## src/rtl/time_counter_hhmmss_if.sv

```systemverilog
`default_nettype none
// ============================================================================
//  Module   : time_counter_hhmmss_if
//  Function : Tick/enable/load inputs and BCD time/status outputs of the
//             HH:MM:SS time-of-day counter.
//  Revision : 1.0 - initial release
// ============================================================================
interface time_counter_hhmmss_if;
  logic        i_tick;
  logic        i_en;
  logic        i_load;
  logic [23:0] i_load_time;
  logic [23:0] o_time;
  logic        o_sec_pulse;
  logic        o_min_pulse;
  logic        o_day_wrap;
  logic        o_load_err;

  modport slave (
    input  i_tick, i_en, i_load, i_load_time,
    output o_time, o_sec_pulse, o_min_pulse, o_day_wrap, o_load_err
  );

  modport master (
    output i_tick, i_en, i_load, i_load_time,
    input  o_time, o_sec_pulse, o_min_pulse, o_day_wrap, o_load_err
  );
endinterface
`default_nettype wire

```

## src/rtl/time_counter_hhmmss.sv

```systemverilog
`default_nettype none
// ============================================================================
//  Module   : time_counter_hhmmss
//  Function : 24-hour BCD time-of-day counter advanced by rising edges of a
//             synchronised slow seconds clock, with validated time load.
//  Revision : 1.0 - initial release
// ============================================================================
module time_counter_hhmmss #(
  parameter int SYNC_STAGES = 2   // legal range 2..4
) (
  input  logic                  i_clk,
  input  logic                  i_rst,
  time_counter_hhmmss_if.slave  bus
);

  logic [SYNC_STAGES-1:0] sync_q;
  logic                   hist_q;
  logic [23:0]            time_q, time_d;
  logic                   sec_q, sec_d;
  logic                   min_q, min_d;
  logic                   day_q, day_d;
  logic                   err_q, err_d;

  logic [3:0] ss_u, ss_t, mm_u, mm_t, hh_u, hh_t;
  logic [3:0] ld_ss_u, ld_ss_t, ld_mm_u, ld_mm_t, ld_hh_u, ld_hh_t;
  logic       tick_edge, advance, load_ok;
  logic       c_ss_u, c_ss_t, c_mm_u, c_mm_t, day_end;

  assign ss_u = time_q[3:0];
  assign ss_t = time_q[7:4];
  assign mm_u = time_q[11:8];
  assign mm_t = time_q[15:12];
  assign hh_u = time_q[19:16];
  assign hh_t = time_q[23:20];

  assign ld_ss_u = bus.i_load_time[3:0];
  assign ld_ss_t = bus.i_load_time[7:4];
  assign ld_mm_u = bus.i_load_time[11:8];
  assign ld_mm_t = bus.i_load_time[15:12];
  assign ld_hh_u = bus.i_load_time[19:16];
  assign ld_hh_t = bus.i_load_time[23:20];

  assign tick_edge = sync_q[SYNC_STAGES-1] & ~hist_q;
  assign advance   = tick_edge & bus.i_en & ~bus.i_load;

  assign load_ok = (ld_hh_t <= 4'd2) && (ld_hh_u <= 4'd9) &&
                   ((ld_hh_t < 4'd2) || (ld_hh_u <= 4'd3)) &&
                   (ld_mm_t <= 4'd5) && (ld_mm_u <= 4'd9) &&
                   (ld_ss_t <= 4'd5) && (ld_ss_u <= 4'd9);

  // Ripple carries; each stage only carries when every lower digit wraps.
  assign c_ss_u  = (ss_u == 4'd9);
  assign c_ss_t  = c_ss_u && (ss_t == 4'd5);
  assign c_mm_u  = c_ss_t && (mm_u == 4'd9);
  assign c_mm_t  = c_mm_u && (mm_t == 4'd5);
  assign day_end = c_mm_t && (hh_t == 4'd2) && (hh_u == 4'd3);

  always_comb begin
    time_d = time_q;
    sec_d  = 1'b0;
    min_d  = 1'b0;
    day_d  = 1'b0;
    err_d  = 1'b0;
    if (bus.i_load) begin
      if (load_ok) begin
        time_d = bus.i_load_time;
      end else begin
        err_d = 1'b1;
      end
    end else if (advance) begin
      sec_d = 1'b1;
      min_d = c_ss_t;
      day_d = day_end;
      time_d[3:0] = c_ss_u ? 4'd0 : ss_u + 4'd1;
      if (c_ss_u) begin
        time_d[7:4] = (ss_t == 4'd5) ? 4'd0 : ss_t + 4'd1;
      end
      if (c_ss_t) begin
        time_d[11:8] = (mm_u == 4'd9) ? 4'd0 : mm_u + 4'd1;
      end
      if (c_mm_u) begin
        time_d[15:12] = (mm_t == 4'd5) ? 4'd0 : mm_t + 4'd1;
      end
      if (c_mm_t) begin
        if (day_end) begin
          time_d[23:16] = 8'h00;
        end else if (hh_u == 4'd9) begin
          time_d[19:16] = 4'd0;
          time_d[23:20] = hh_t + 4'd1;
        end else begin
          time_d[19:16] = hh_u + 4'd1;
        end
      end
    end
  end

  always_ff @(posedge i_clk or negedge i_rst) begin
    if (!i_rst) begin
      sync_q <= '0;
      hist_q <= 1'b0;
      time_q <= 24'h000000;
      sec_q  <= 1'b0;
      min_q  <= 1'b0;
      day_q  <= 1'b0;
      err_q  <= 1'b0;
    end else begin
      sync_q <= {sync_q[SYNC_STAGES-2:0], bus.i_tick};
      hist_q <= sync_q[SYNC_STAGES-1];
      time_q <= time_d;
      sec_q  <= sec_d;
      min_q  <= min_d;
      day_q  <= day_d;
      err_q  <= err_d;
    end
  end

  assign bus.o_time      = time_q;
  assign bus.o_sec_pulse = sec_q;
  assign bus.o_min_pulse = min_q;
  assign bus.o_day_wrap  = day_q;
  assign bus.o_load_err  = err_q;

endmodule
`default_nettype wire

```

## src/flat_wrapper.sv

```systemverilog
// flat-port wrapper written by rule: the top's interface ports become plain ports
module time_counter_hhmmss_flat 
#(
  parameter int SYNC_STAGES = 2                      
)
  (i_clk, i_rst, bus_i_tick, bus_i_en, bus_i_load, bus_i_load_time, bus_o_time, bus_o_sec_pulse, bus_o_min_pulse, bus_o_day_wrap, bus_o_load_err);
  time_counter_hhmmss_if bus_i ();
  input  logic i_clk;
  input  logic i_rst;
  input wire logic [$bits(bus_i.i_tick)-1:0] bus_i_tick;
  input wire logic [$bits(bus_i.i_en)-1:0] bus_i_en;
  input wire logic [$bits(bus_i.i_load)-1:0] bus_i_load;
  input wire logic [$bits(bus_i.i_load_time)-1:0] bus_i_load_time;
  output wire logic [$bits(bus_i.o_time)-1:0] bus_o_time;
  output wire logic [$bits(bus_i.o_sec_pulse)-1:0] bus_o_sec_pulse;
  output wire logic [$bits(bus_i.o_min_pulse)-1:0] bus_o_min_pulse;
  output wire logic [$bits(bus_i.o_day_wrap)-1:0] bus_o_day_wrap;
  output wire logic [$bits(bus_i.o_load_err)-1:0] bus_o_load_err;
  assign bus_i.i_tick = bus_i_tick;
  assign bus_i.i_en = bus_i_en;
  assign bus_i.i_load = bus_i_load;
  assign bus_i.i_load_time = bus_i_load_time;
  assign bus_o_time = bus_i.o_time;
  assign bus_o_sec_pulse = bus_i.o_sec_pulse;
  assign bus_o_min_pulse = bus_i.o_min_pulse;
  assign bus_o_day_wrap = bus_i.o_day_wrap;
  assign bus_o_load_err = bus_i.o_load_err;
  time_counter_hhmmss #(.SYNC_STAGES(SYNC_STAGES)) u_core (.i_clk(i_clk), .i_rst(i_rst), .bus(bus_i));
endmodule
```

## config.mk

```make
export PLATFORM = sky130hd
export DESIGN_NAME = time_counter_hhmmss_flat
export DESIGN_NICKNAME = d
export VERILOG_FILES = /design/src/rtl/time_counter_hhmmss_if.sv /design/src/rtl/time_counter_hhmmss.sv /design/src/flat_wrapper.sv
export SDC_FILE = /design/constraint.sdc
export NUM_CORES = 1
export LEC_CHECK = 0
export CAP_MARGIN = 0
export CORE_ASPECT_RATIO = 0.5
export CORE_MARGIN = 10
export CORE_UTILIZATION = 44
export CTS_BUF_LIST = sky130_fd_sc_hd__clkbuf_4 sky130_fd_sc_hd__clkbuf_8 sky130_fd_sc_hd__clkbuf_16
export DETAILED_ROUTE_END_ITERATION = 6
export GPL_TIMING_DRIVEN = 0
export PLACE_DENSITY_LB_ADDON = 0.15
export SYNTH_ARGS = -nofsm -noshare
export SYNTH_HDL_FRONTEND = slang
export SYNTH_SLANG_ARGS = --single-unit
```

## constraint.sdc

```tcl
create_clock -name i_clk -period 3.5 [get_ports i_clk]
set_input_delay 0.525 -clock i_clk [delete_from_list [all_inputs] [get_ports i_clk]]
set_output_delay 0.525 -clock i_clk [all_outputs]
set_load 0.05 [all_outputs]
```

* Word-level counts from Yosys, hierarchy flattened
Index checks and enable logic that the tools add are counted.
** Storage, ports and cells
- Word-level logic and storage cells :: 85
- Register bits after elaboration :: 31
- Output and inout bits :: 28
- Input port bits :: 29
** Cells by class
- Eq/ne operators :: 8
- Bitwise logic cells :: 5
- Multiplexer cells :: 22
- $add $sub $neg :: 6
- Reductions and logical operators :: 24
- Magnitude comparators :: 8
** Operator list (count)
- 24-bit 2-to-1 mux :: 3
- 4-bit 2-to-1 mux :: 9
- 4-bit by 1-bit adder with 4-bit output, second input constant :: 6
- 8-bit 2-to-1 mux :: 2
- 4-bit == test, second input constant :: 3
- 4-bit less-or-equal comparator, second input constant :: 3
- 3-bit AND reduction :: 4
- 1-bit logical AND :: 11
- 2-bit nonzero test :: 5
- 4-bit by 2-bit == test with 1-bit output, second input constant :: 2
- 4-bit by 3-bit == test with 1-bit output, second input constant :: 2
- 4-bit by 2-bit less-or-equal comparator with 1-bit output, second input constant :: 2
- 4-bit by 3-bit less-or-equal comparator with 1-bit output, second input constant :: 2
- 1-bit 2-to-1 mux :: 8
- 4-bit by 2-bit < comparator with 1-bit output, second input constant :: 1
- 4-bit AND reduction :: 1
- 1-bit bitwise AND :: 3
- 3-bit nonzero test :: 1
- 2-bit by 1-bit != test with 1-bit output, second input constant :: 1
- 1-bit inverter :: 2
- 2-bit AND reduction :: 1
- 1-bit logical OR :: 1

* Longest topological paths before layout
Gate-level depths: netlist (run 1).
- Depth in word-level cells :: 10
- Mapped depth :: 7
- Mapped depth without buffers :: 7

* Least setup slack after synthesis (run 1)
OpenSTA, ideal clock, no wires.
- Path type :: reg2reg
- From :: register u_core.time_q[21], in the netlist u_core.bus.o_time[21]
- To :: register u_core.time_q[21], in the netlist u_core.bus.o_time[21]
- Required time :: 3.375 ns
- Path buffers :: 0
- Library setup time :: 0.125 ns
- Period minus slack after synthesis :: 2.148 ns
- Setup slack :: 1.352 ns
- Cell stages (with the launch flop) :: 7
- Data arrival time :: 2.023 ns
- Path through :: dfrtp_1 > ha_1 > or4b_4 > or2_1 > nand2_1 > a21oi_2 > mux2_4
** On the way
- Cells in the longest elaborated chain, start to end :: 7
- Elaborated cells between the ends (all ways) :: 11
- Those cells by class :: 1 x add/sub; 1 x eq/ne; 5 x mux; 4 x reduce/logical
** RTL lines
- from (decl) :: line time_counter_hhmmss.sv:18 : logic [23:0] time_q, time_d;
- from (signal assigned) :: line time_counter_hhmmss.sv:109 : time_q <= time_d;
- parallel branches: the longest is 7 deep, another holds 4-bit by 1-bit adder with 4-bit output
Parallel ways; which one is timed is not known. The select of a mux whose other input is x is not followed.
A chain may end at the register's enable or synchronous reset.

* Final worst setup path (run 1)
- From :: input bus_i_load_time[22]
- To :: register u_core.time_q[13], in the netlist u_core.bus.o_time[13]
** On the way
- Cells in the longest elaborated chain, start to end :: 9
- Elaborated cells between the ends (all ways) :: 11
- Those cells by class :: 2 x order compare; 1 x eq/ne; 8 x reduce/logical
** RTL lines
- from (decl) :: line flat_wrapper.sv:13 : input wire logic [$bits(bus_i.i_load_time)-1:0] bus_i_load_time;
- 4-bit by 2-bit less-or-equal comparator with 1-bit output / 4-bit by 2-bit < comparator with 1-bit output (equally long branches) :: line time_counter_hhmmss.sv:46, time_counter_hhmmss.sv:47
- 1-bit logical AND / 1-bit logical OR (equally long branches) :: line time_counter_hhmmss.sv:46, time_counter_hhmmss.sv:47
- 1-bit logical AND * :: line time_counter_hhmmss.sv:46 : assign load_ok = (ld_hh_t <= 4'd2) && (ld_hh_u <= 4'd9) &&
- 1-bit logical AND * :: line time_counter_hhmmss.sv:47 : ((ld_hh_t < 4'd2) || (ld_hh_u <= 4'd3)) &&
- 1-bit logical AND * (2 in series) :: line time_counter_hhmmss.sv:48 : (ld_mm_t <= 4'd5) && (ld_mm_u <= 4'd9) &&
- 1-bit logical AND * :: line time_counter_hhmmss.sv:49 : (ld_ss_t <= 4'd5) && (ld_ss_u <= 4'd9);
- 2-bit by 1-bit != test with 1-bit output (no line) *
- 3-bit AND reduction (no line) *
Mark *: on every way between the ends. The rest lies on a longest branch, timed or not.

==> reports/results.txt, run 1 <==
outcome -> finished, final reports clean
reg2reg end -> u_core.bus.o_time[21]$_DFFE_PN0P_
max cap viols -> 0
residual DRC count -> 0
initial DRC count -> 96
share of layout cells above drive strength 1 -> 0.1181
first-pass GRT wire length -> 9604 um
HP Class -> input pin to async pin
min cycle time layout -> 2276 ps
Hold Buf Count CTS -> 0
crit-path max FO -> 9
Routed WL -> 5886 um
worst skew pair latency -> 290 ps
Final TNS setup -> 0 ps
Site Rows -> 17
crit path capture type -> flop
core region area -> 4360 um^2
Fillers -> 372
critical path startpoint category -> input pin
grt ovf -> 0
cells on worst reg2reg path -> 7
drt wl/cell -> 17.95 um
R2R setup slack -> 1480 ps
Setup crit end -> u_core.bus.o_time[13]$_DFFE_PN0P_
Num CTS Buffers -> 5
Synth cell types -> 59
top cells by area, synth -> dfrtp_1 (39%), a21oi_1 (5.6%), o21ai_0 (4.1%)
worst slew pin tran -> 732.0 ps
post-route ant nets -> 0
deepest clock path buffer count -> 2
Peak VDD IR -> 216.8 uV
CTS Sinks -> 31
Fmax -> 439.4 MHz
Final Setup Violations -> 0
# IOs -> 57
routed vias/inst -> 5.799
Yosys top cell area share -> 0.3934
Clock Pin Slew Worst Setup and Hold Paths -> 70 ps
vias in the first global route -> 1,829
Initial Util -> 0.4522
Fin. Hold Viols -> 0
post-placement cell count -> 320
Chip Height -> 67.34 um
period utilisation layout -> 0.6503
final core utilization -> 0.6198
total number of vias -> 1,902
RSZ-0062 raised after global routing -> no
antenna violations before repair -> 0
Power Dens Cells -> 475.5 nW/um^2
gr usage total -> 0.1551
pin count of the biggest net entering global routing -> 32
Seq/Total Area, Yosys -> 0.3934
Synth Cell Area -> 1972 um^2
Crit. path cell count -> 6
CP Class -> input pin to flop
WP buf/inv -> 1
Slew headroom -> 0.5120
H-tree levels -> 2
Mapped Avg Cell Area -> 9.526 um^2
GP Congestion -> 0.9017
post-CTS setup buffers -> 0
RR Startpoint -> u_core.bus.o_time[20]$_DFFE_PN0P_
Crit. Startpoint -> bus_i_load_time[22]
Syn Inst Count -> 207
DRT Pass-1 Iters -> 4
Post-Place Worst Slack -> 937.1 ps
cts repair resizes -> 0
LEAKAGE -> 1.146 nW
synthesized net count -> 240
setup slack after layout -> 1224 ps
detailed placement HPWL -> 4458 um
delay of the slowest critical-path stage -> 490 ps
final std cells w/o fill -> 328
CTS tree -> built
Final nets -> 303
Post-synth EDFFs -> 0
sequence of cells on the critical path -> clkdlybuf4s50_1 > nor4_2 > and4_1 > nand2_1 > a2bb2o_4 > a22o_1
synthesis-to-finish area growth -> 37.06%
Slowest-stage cell, CP -> clkdlybuf4s50_1
port bufs -> 56
ys flop type -> dfrtp_1
chip width -> 114.7 um
clock root cell -> clkbuf_8
Yosys top cell by area -> dfrtp_1
ANT cells -> 0
Pins Over Slew Limit -> 0
family with the most delay on the worst path -> simple AND/OR/NAND/NOR gates
Seq cells post-synth -> 31
Final Skew -> 5.428 ps
CP required -> 3680 ps
Die ar. -> 7722 um^2
fraction of registers with async set/reset -> 1.000
CP arrival -> 2460 ps
synth warn -> 0
-- per-stage QoR --
step	total power, mW	hold slack [ps]	area (um^2)
finish	1.285	287.7	2703
global route	1.352	341.2	2703
CTS	1.292	312.0	2703
global placement	0.9554	345.5	2604
detailed placement	0.9611	354.4	2599
floorplan	0.7814	229.4	1972
-- cell usage in the layout (no fill, tap or decap), types with 3 or more instances in the layout --
cell	n
a21oi_1	22
a22o_1	3
a22oi_1	3
buf_1	3
buf_2	4
clkbuf_8	7
clkdlybuf4s50_1	55
dfrtp_1	31
ha_1	4
inv_1	11
mux2i_1	6
nand2_1	14
nand3_1	7
nand4_1	4
nor2_1	14
nor2b_1	3
nor3_1	4
o21ai_0	16
o22ai_1	6
o2bb2ai_1	3
-- cells in the mapped netlist, drive strengths merged, types with 2 or more instances --
master	instances
o21ai	16
and4	2
a22oi	3
a31oi	2
a32oi	2
o22ai	6
a22o	3
nand2b	2
nand4bb	2
a31o	2
buf	6
a21o	2
inv	11
dfrtp	31
ha	4
mux2	3
and4bb	3
nand3	7
nor3	4
a21oi	23
a211o	2
o2bb2a	2
o2bb2ai	4
o31ai	2
nor2b	3
nand4	4
nor2	15
nand2	15
o211ai	2
mux2i	6
-- cell families (layout without fill, tap and decap cells) --
logic type,count (synthesis),count (layout),synth area share
fa+ha+maj,4,4,0.02538
xor+xnor,2,2,0.008885
mux,9,9,0.04949
simple gates,67,67,0.2221
flops,31,31,0.3934
compound gates,76,76,0.2646
buf+inv,18,82,0.03616
-- state kept, by name (all words and copies together) (netlist names) --
signal                  cells
u_core.bus.o_day_wrap       1
u_core.bus.o_load_err       1
u_core.bus.o_time          24
u_core.bus.o_min_pulse      1
u_core.hist_q               1
u_core.sync_q               2
u_core.bus.o_sec_pulse      1
-- layer usage --
layer,vias up,part of all wire,GRT usage
met3,8,0.068,0.05128
met4,0,0.0093,0.04037
met2,53,0.45,0.2367
met1,927,0.47,0.2071
li1,914,-,-
met5,-,0,0
-- worst min-delay path by stage --
stage / start / end / slack (ps) / cells past startpoint
after floorplan: i_rst / u_core.bus.o_day_wrap$_DFF_PN0_ / 230 / 0
after global placement: u_core.sync_q[0]$_DFF_PN0_ / u_core.sync_q[1]$_DFF_PN0_ / 350 / 0
after detailed placement: u_core.sync_q[0]$_DFF_PN0_ / u_core.sync_q[1]$_DFF_PN0_ / 350 / 0
after CTS: i_rst / u_core.sync_q[0]$_DFF_PN0_ / 310 / 1
after global routing: i_rst / u_core.hist_q$_DFF_PN0_ / 340 / 1
final: i_rst / u_core.sync_q[0]$_DFF_PN0_ / 290 / 1
-- power by group --
group          leakage, nW  internal [mW]  switching (mW)
clock network       0.0549          0.187           0.142
logic                0.705          0.192           0.275
registers            0.386          0.404          0.0852
total                 1.15          0.783           0.502
-- layout make-up --
| class | instances | area, um^2 | area share |
|---|---|---|---|
| inverters | 11 | 41.29 | 0.01528 |
| repair buffers | 56 | 555.5 | 0.2056 |
| flip-flops and latches | 31 | 775.7 | 0.2870 |
| clock buffers | 8 | 103.9 | 0.03843 |
| well taps | 57 | 71.32 | 0.02639 |
| plain buffers | 7 | 30.03 | 0.01111 |
| multi-input cells | 158 | 1125 | 0.4162 |
Power figures use the tool's default switching activity.
==> run 2, diff against run 1 <==
CORE_UTILIZATION = 43   (was 44)
clock period = 2 ns   (was 3.5 ns; I/O delays follow)
==> run 2 against run 1 <==
Effect of this change:
- die area is 1.8% higher
- flip-flop and latch count stayed put
- final cell count rose by 1.2%
- critical path depth rose by 1
- sequential share of layout area decreased by 0.82 points
- routed wire length rose by 6.0%
- design area rose by 3.3%
- non-clock buffer count rose by 5
==> reports/results.txt, run 2 (synthesized netlist as in run 1, its figures left out) <==
CP arrival -> 2130 ps (was 2460 ps)
grt ovf -> 0 (unchanged)
worst slew pin tran -> 718.0 ps (was 732.0 ps)
R2R setup slack -> 40 ps (was 1480 ps)
CTS tree -> built (unchanged)
combined flip-flop and latch cell area -> 778.2 um^2 (was 775.7 um^2)
CTS Sinks -> 31 (unchanged)
port bufs -> 56 (unchanged)
Slew headroom -> 0.5213 (was 0.5120)
ANT cells -> 0 (unchanged)
initial DRC count -> 117 (was 96)
Routed WL -> 6238 um (was 5886 um)
period utilisation layout -> 0.9814
detailed placement HPWL -> 4532 um (was 4458 um)
combined area of the multi-input logic cells -> 1171 um^2 (was 1125 um^2)
pin count of the biggest net entering global routing -> 32 (unchanged)
Post-Place Worst Slack -> -312.2 ps (was 937.1 ps)
Final Skew -> 8.330 ps (was 5.428 ps)
# IOs -> 57 (unchanged)
core region area -> 4403 um^2 (was 4360 um^2)
Highest Signal Layer -> met4 (unchanged)
chip width -> 115.8 um (was 114.7 um)
Clock Pin Slew Worst Setup and Hold Paths -> 70 ps (about the same)
gr usage total -> 0.1609 (was 0.1551)
GP Congestion -> 0.8885 (was 0.9017)
CP required -> 2170 ps (was 3680 ps)
setup slack after layout -> 37.19 ps (was 1224 ps)
CP Class -> flop to flop (was input pin to flop)
Initial Util -> 0.4479 (was 0.4522)
Final nets -> 308 (was 303)
commonest non-fill, non-tap cell in the layout -> clkdlybuf4s50_1 (unchanged)
max reg flops -> 24 (unchanged)
reg2reg end -> u_core.bus.o_time[21]$_DFFE_PN0P_ (unchanged)
cells on worst reg2reg path -> 7 (unchanged)
Final Setup Violations -> 0 (unchanged)
most frequent cells in the layout -> clkdlybuf4s50_1 (53), dfrtp_1 (29), a21oi_1 (22) (was clkdlybuf4s50_1 (55), dfrtp_1 (31), a21oi_1 (22))
Peak VDD IR -> 322.3 uV (was 216.8 uV)
Total Power -> 2.203 mW (was 1.285 mW)
residual DRC count -> 0 (unchanged)
worst skew pair latency -> 290 ps (about the same)
max cap viols -> 0 (unchanged)
routed wire length on met3 -> 574 um (was 400 um)
critical path startpoint category -> flop (was input pin)
HP Class -> input pin to async pin (unchanged)
LEAKAGE -> 1.179 nW (was 1.146 nW)
H-tree levels -> 2 (unchanged)
clock root cell -> clkbuf_8 (unchanged)
total number of vias -> 1,962 (was 1,902)
vias in the first global route -> 1,974 (was 1,829)
crit-path max FO -> 5 (was 9)
routed vias/inst -> 5.910 (was 5.799)
outcome -> finished, final reports clean (unchanged)
first-pass GRT wire length -> 9970 um (was 9604 um)
Chip Height -> 67.89 um (was 67.34 um)
Fmax -> 509.5 MHz
synthesis-to-finish area growth -> 41.56% (was 37.06%)
Die ar. -> 7859 um^2 (was 7722 um^2)
DRT Pass-1 Iters -> 5 (was 4)
Fillers -> 366 (was 372)
RSZ-0062 raised after global routing -> yes (was no)
RR Startpoint -> u_core.bus.o_time[20]$_DFFE_PN0P_ (unchanged)
min cycle time layout -> 1963 ps
drt wl/cell -> 18.79 um (was 17.95 um)
Fin. Hold Viols -> 0 (unchanged)
Num CTS Buffers -> 5 (unchanged)
crit path capture type -> flop (unchanged)
Metal-1 WL -> 2779 um (was 2771 um)
Site Rows -> 17 (unchanged)
antenna violations before repair -> 0 (unchanged)
Power Dens Cells -> 789.3 nW/um^2 (was 475.5 nW/um^2)
post-route ant nets -> 0 (unchanged)
WL met2 -> 2828 um (was 2658 um)
share of layout cells above drive strength 1 -> 0.1709 (was 0.1181)
deepest clock path buffer count -> 2 (unchanged)
Pins Over Slew Limit -> 0 (unchanged)
run 2: worst max path at each step:
stage                                      start  cells past startpoint                                end
2_1_floorplan  u_core.bus.o_time[20]$_DFFE_PN0P_                      7  u_core.bus.o_time[21]$_DFFE_PN0P_
3_3_place_gp                 bus_i_load_time[22]                      6  u_core.bus.o_time[13]$_DFFE_PN0P_
3_5_place_dp                 bus_i_load_time[22]                      6  u_core.bus.o_time[13]$_DFFE_PN0P_
4_1_cts         u_core.bus.o_time[0]$_DFFE_PN0P_                      1                      bus_o_time[0]
5_1_grt        u_core.bus.o_time[20]$_DFFE_PN0P_                      7  u_core.bus.o_time[21]$_DFFE_PN0P_
6_report       u_core.bus.o_time[20]$_DFFE_PN0P_                      7  u_core.bus.o_time[21]$_DFFE_PN0P_
run 2: routing by layer:
metal  global-route usage  up-vias
li1                     -      914
met1               0.2015      964
met2               0.2579       77
met3              0.05934        7
met4              0.04644        0
met5                    0        -
run 2: area by class of cell:
type / instances / share of cell area
multi-input combinational: 158 / 0.4195
buffer: 7 / 0.01255
timing repair buffer: 61 / 0.2187
clock buffer: 7 / 0.03003
inverter: 11 / 0.01479
sequential: 31 / 0.2788
tap: 57 / 0.02555
run 2: worst max-delay path, stage by stage, from the launching register on:
cell and delay, ps:
dfrtp_2 440, inv_2 70, ha_1 130, or4b_4 490, or2_4 290, nand2_4 60, a21oi_4 70, mux2_4 300
run 2: per-stage QoR:
stage | utilization | cells | hold slack (ps) | area, um^2 | TNS [ps]
after global routing | 0.6340 | 332 | 137.5 | 2791 | -27.39
final | 0.6340 | 332 | 69.87 | 2791 | 0
after global placement | 0.5919 | 320 | 334.3 | 2606 | -4224
after detailed placement | 0.5908 | 320 | 336.4 | 2601 | -4649
after floorplan | - | 207 | 4.409 | 1974 | 0
after CTS | 0.6104 | 327 | 97.35 | 2688 | 0
run 2: repair_timing:
| item | in CTS | in global routing |
|---|---|---|
| buffers inserted | 0 | 5 |
| hold buffers | 0 | 0 |
| resized for setup | 1 | 23 |
| pin swaps | 0 | 5 |
| setup endpoints to repair | 1 | 21 |
run 2: where the power goes:
part / total [mW] / switching, mW / internal, mW
Combinational: 0.837 / 0.495 / 0.342
Clock: 0.507 / 0.240 / 0.267
Sequential: 0.859 / 0.152 / 0.708
Total: 2.20 / 0.887 / 1.32
==> run 3, diff against run 2 <==
CTS_BUF_LIST = not set   (was sky130_fd_sc_hd__clkbuf_4 sky130_fd_sc_hd__clkbuf_8 sky130_fd_sc_hd__clkbuf_16)
==> run 3 against run 2 <==
Effect of this change:
- largest power group unchanged
- combinational power barely moved
- routed wire length fell by 0.98%
- sequential share of layout area rose by 0.075 points
- highest routed layer unchanged
- final cell count did not move
- critical path type unchanged
- sequential power fell by 0.6%
- clock skew rose by 1.8 ps
==> reports/results.txt, run 3 (synthesized netlist as in run 1, its figures left out) <==
outcome -> finished, final reports clean (unchanged)
Power Dens Cells -> 778.3 nW/um^2 (was 789.3 nW/um^2)
detailed placement HPWL -> 4532 um (unchanged)
chip width -> 115.8 um (unchanged)
max reg flops -> 24 (unchanged)
ANT cells -> 0 (unchanged)
Fillers -> 366 (unchanged)
R2R setup slack -> 40 ps (about the same)
Fin. Hold Viols -> 0 (unchanged)
drt wl/cell -> 18.61 um (was 18.79 um)
port bufs -> 56 (unchanged)
commonest non-fill, non-tap cell in the layout -> clkdlybuf4s50_1 (unchanged)
initial DRC count -> 115 (was 117)
most frequent cells in the layout -> clkdlybuf4s50_1 (53), dfrtp_1 (29), a21oi_1 (22) (unchanged)
CTS Sinks -> 31 (unchanged)
Fmax -> 509.6 MHz (was 509.5 MHz)
sequential power share -> 0.394 (was 0.390)
CTS tree -> built (unchanged)
gr usage total -> 0.1603 (was 0.1609)
antenna violations before repair -> 0 (unchanged)
Final Setup Violations -> 0 (unchanged)
worst slew pin tran -> 714.5 ps (was 718.0 ps)
grt ovf -> 0 (unchanged)
CP required -> 2170 ps (about the same)
core region area -> 4403 um^2 (unchanged)
DP Area -> 2601 um^2 (unchanged)
crit path capture type -> flop (unchanged)
HP Class -> input pin to async pin (unchanged)
Switch Pwr -> 0.8777 mW (was 0.8871 mW)
total number of vias -> 1,968 (was 1,962)
Hold Buf Count CTS -> 0 (unchanged)
Chip Height -> 67.89 um (unchanged)
max cap viols -> 0 (unchanged)
Sw Ratio -> 0.4051 (was 0.4026)
routed vias/inst -> 5.928 (was 5.910)
first-pass GRT wire length -> 9922 um (was 9970 um)
setup slack after layout -> 37.49 ps (was 37.19 ps)
CP arrival -> 2140 ps (was 2130 ps)
pin count of the biggest net entering global routing -> 32 (unchanged)
Pins Over Slew Limit -> 0 (unchanged)
min cycle time layout -> 1963 ps (about the same)
synthesis-to-finish area growth -> 41.18% (was 41.56%)
DRT Pass-1 Iters -> 4 (was 5)
residual DRC count -> 0 (unchanged)
Site Rows -> 17 (unchanged)
Final Skew -> 10.15 ps (was 8.330 ps)
H-tree levels -> 2 (unchanged)
Initial Util -> 0.4479 (unchanged)
# IOs -> 57 (unchanged)
Peak VDD IR -> 323.5 uV (was 322.3 uV)
Final nets -> 308 (unchanged)
GP Congestion -> 0.8885 (unchanged)
post-route ant nets -> 0 (unchanged)
Die ar. -> 7859 um^2 (unchanged)
critical path startpoint category -> flop (unchanged)
crit-path max FO -> 5 (unchanged)
Slew headroom -> 0.5237 (was 0.5213)
clock root cell -> clkbuf_8 (unchanged)
Comb pwr share -> 0.385 (was 0.380)
Clock Pin Slew Worst Setup and Hold Paths -> 70 ps (about the same)
CP Class -> flop to flop (unchanged)
vias in the first global route -> 1,964 (was 1,974)
Total Power -> 2.167 mW (was 2.203 mW)
Post-Place Worst Slack -> -312.2 ps (unchanged)
period utilisation layout -> 0.9813 (was 0.9814)
Routed WL -> 6177 um (was 6238 um)
clock share of power -> 0.220 (was 0.230)
Num CTS Buffers -> 5 (unchanged)
share of layout cells above drive strength 1 -> 0.1636 (was 0.1709)
Int Power -> 1.289 mW (was 1.316 mW)
RSZ-0062 raised after global routing -> yes (unchanged)
LEAKAGE -> 1.172 nW (was 1.179 nW)
worst skew pair latency -> 290 ps (about the same)
design area -> 2784 um^2 (was 2791 um^2)
deepest clock path buffer count -> 2 (unchanged)
==> run 3: metrics by stage <==
stage	utilization	hold WS [ps]	cells	setup TNS, ps
floorplan	-	4.409	207	0
global placement	0.5919	334.3	320	-4224
detailed placement	0.5908	336.4	320	-4649
CTS	0.6087	96.15	327	0
global route	0.6323	134.4	332	-37.13
finish	0.6323	63.65	332	0
==> run 3: layout make-up <==
cell class                 count  area, um^2  area share
multi-input combinational    158        1171      0.4207
sequential                    31       778.2      0.2796
timing repair buffer          61       610.6      0.2193
clock buffer                   7       76.32     0.02742
tap                           57       71.32     0.02562
inverter                      11       41.29     0.01483
buffer                         7       35.03     0.01258
==> run 3: metal layers <==
metal  track usage  share of wire  vias up
met3       0.06021           0.11        9
li1              -              -      922
met5             0              0        -
met1        0.2010           0.43      945
met4       0.04954          0.012        0
met2        0.2544           0.45       92
==> run 3: path summary, 6_finish.rpt <==
| check | startpoint | endpoint | cells after the start |
|---|---|---|---|
| min | i_rst | u_core.bus.o_time[4]$_DFFE_PN0P_ | 1 |
| min in group i_clk | u_core.sync_q[0]$_DFF_PN0_ | u_core.sync_q[1]$_DFF_PN0_ | 0 |
| max in group asynchronous | i_rst | u_core.bus.o_time[21]$_DFFE_PN0P_ | 1 |
| max | u_core.bus.o_time[20]$_DFFE_PN0P_ | u_core.bus.o_time[21]$_DFFE_PN0P_ | 7 |
| min reg2reg | u_core.sync_q[0]$_DFF_PN0_ | u_core.sync_q[1]$_DFF_PN0_ | 0 |
| max reg2reg | u_core.bus.o_time[20]$_DFFE_PN0P_ | u_core.bus.o_time[21]$_DFFE_PN0P_ | 7 |
==> run 3: repair_timing <==
item,4_1_cts,5_1_grt
hold endpoints to repair,0,0
buffers inserted,0,5
setup endpoints to repair,1,21
gates resized for setup,1,23
pin swaps,0,5
==> run 3: power groups by stage <==
stage	registers (mW)	logic [mW]	clock network, mW
after floorplan	1.11	0.259	0
after global placement	0.861	0.811	0
after detailed placement	0.862	0.823	0
after CTS	0.852	0.826	0.479
after global routing	0.876	0.886	0.516
final	0.854	0.835	0.478
==> run 3: critical path, stage by stage, from the launching register on <==
cell,delay [ps]
dfrtp_2,440
inv_2,70
ha_1,130
or4b_4,490
or2_4,290
nand2_4,60
a21oi_4,70
mux2_4,300
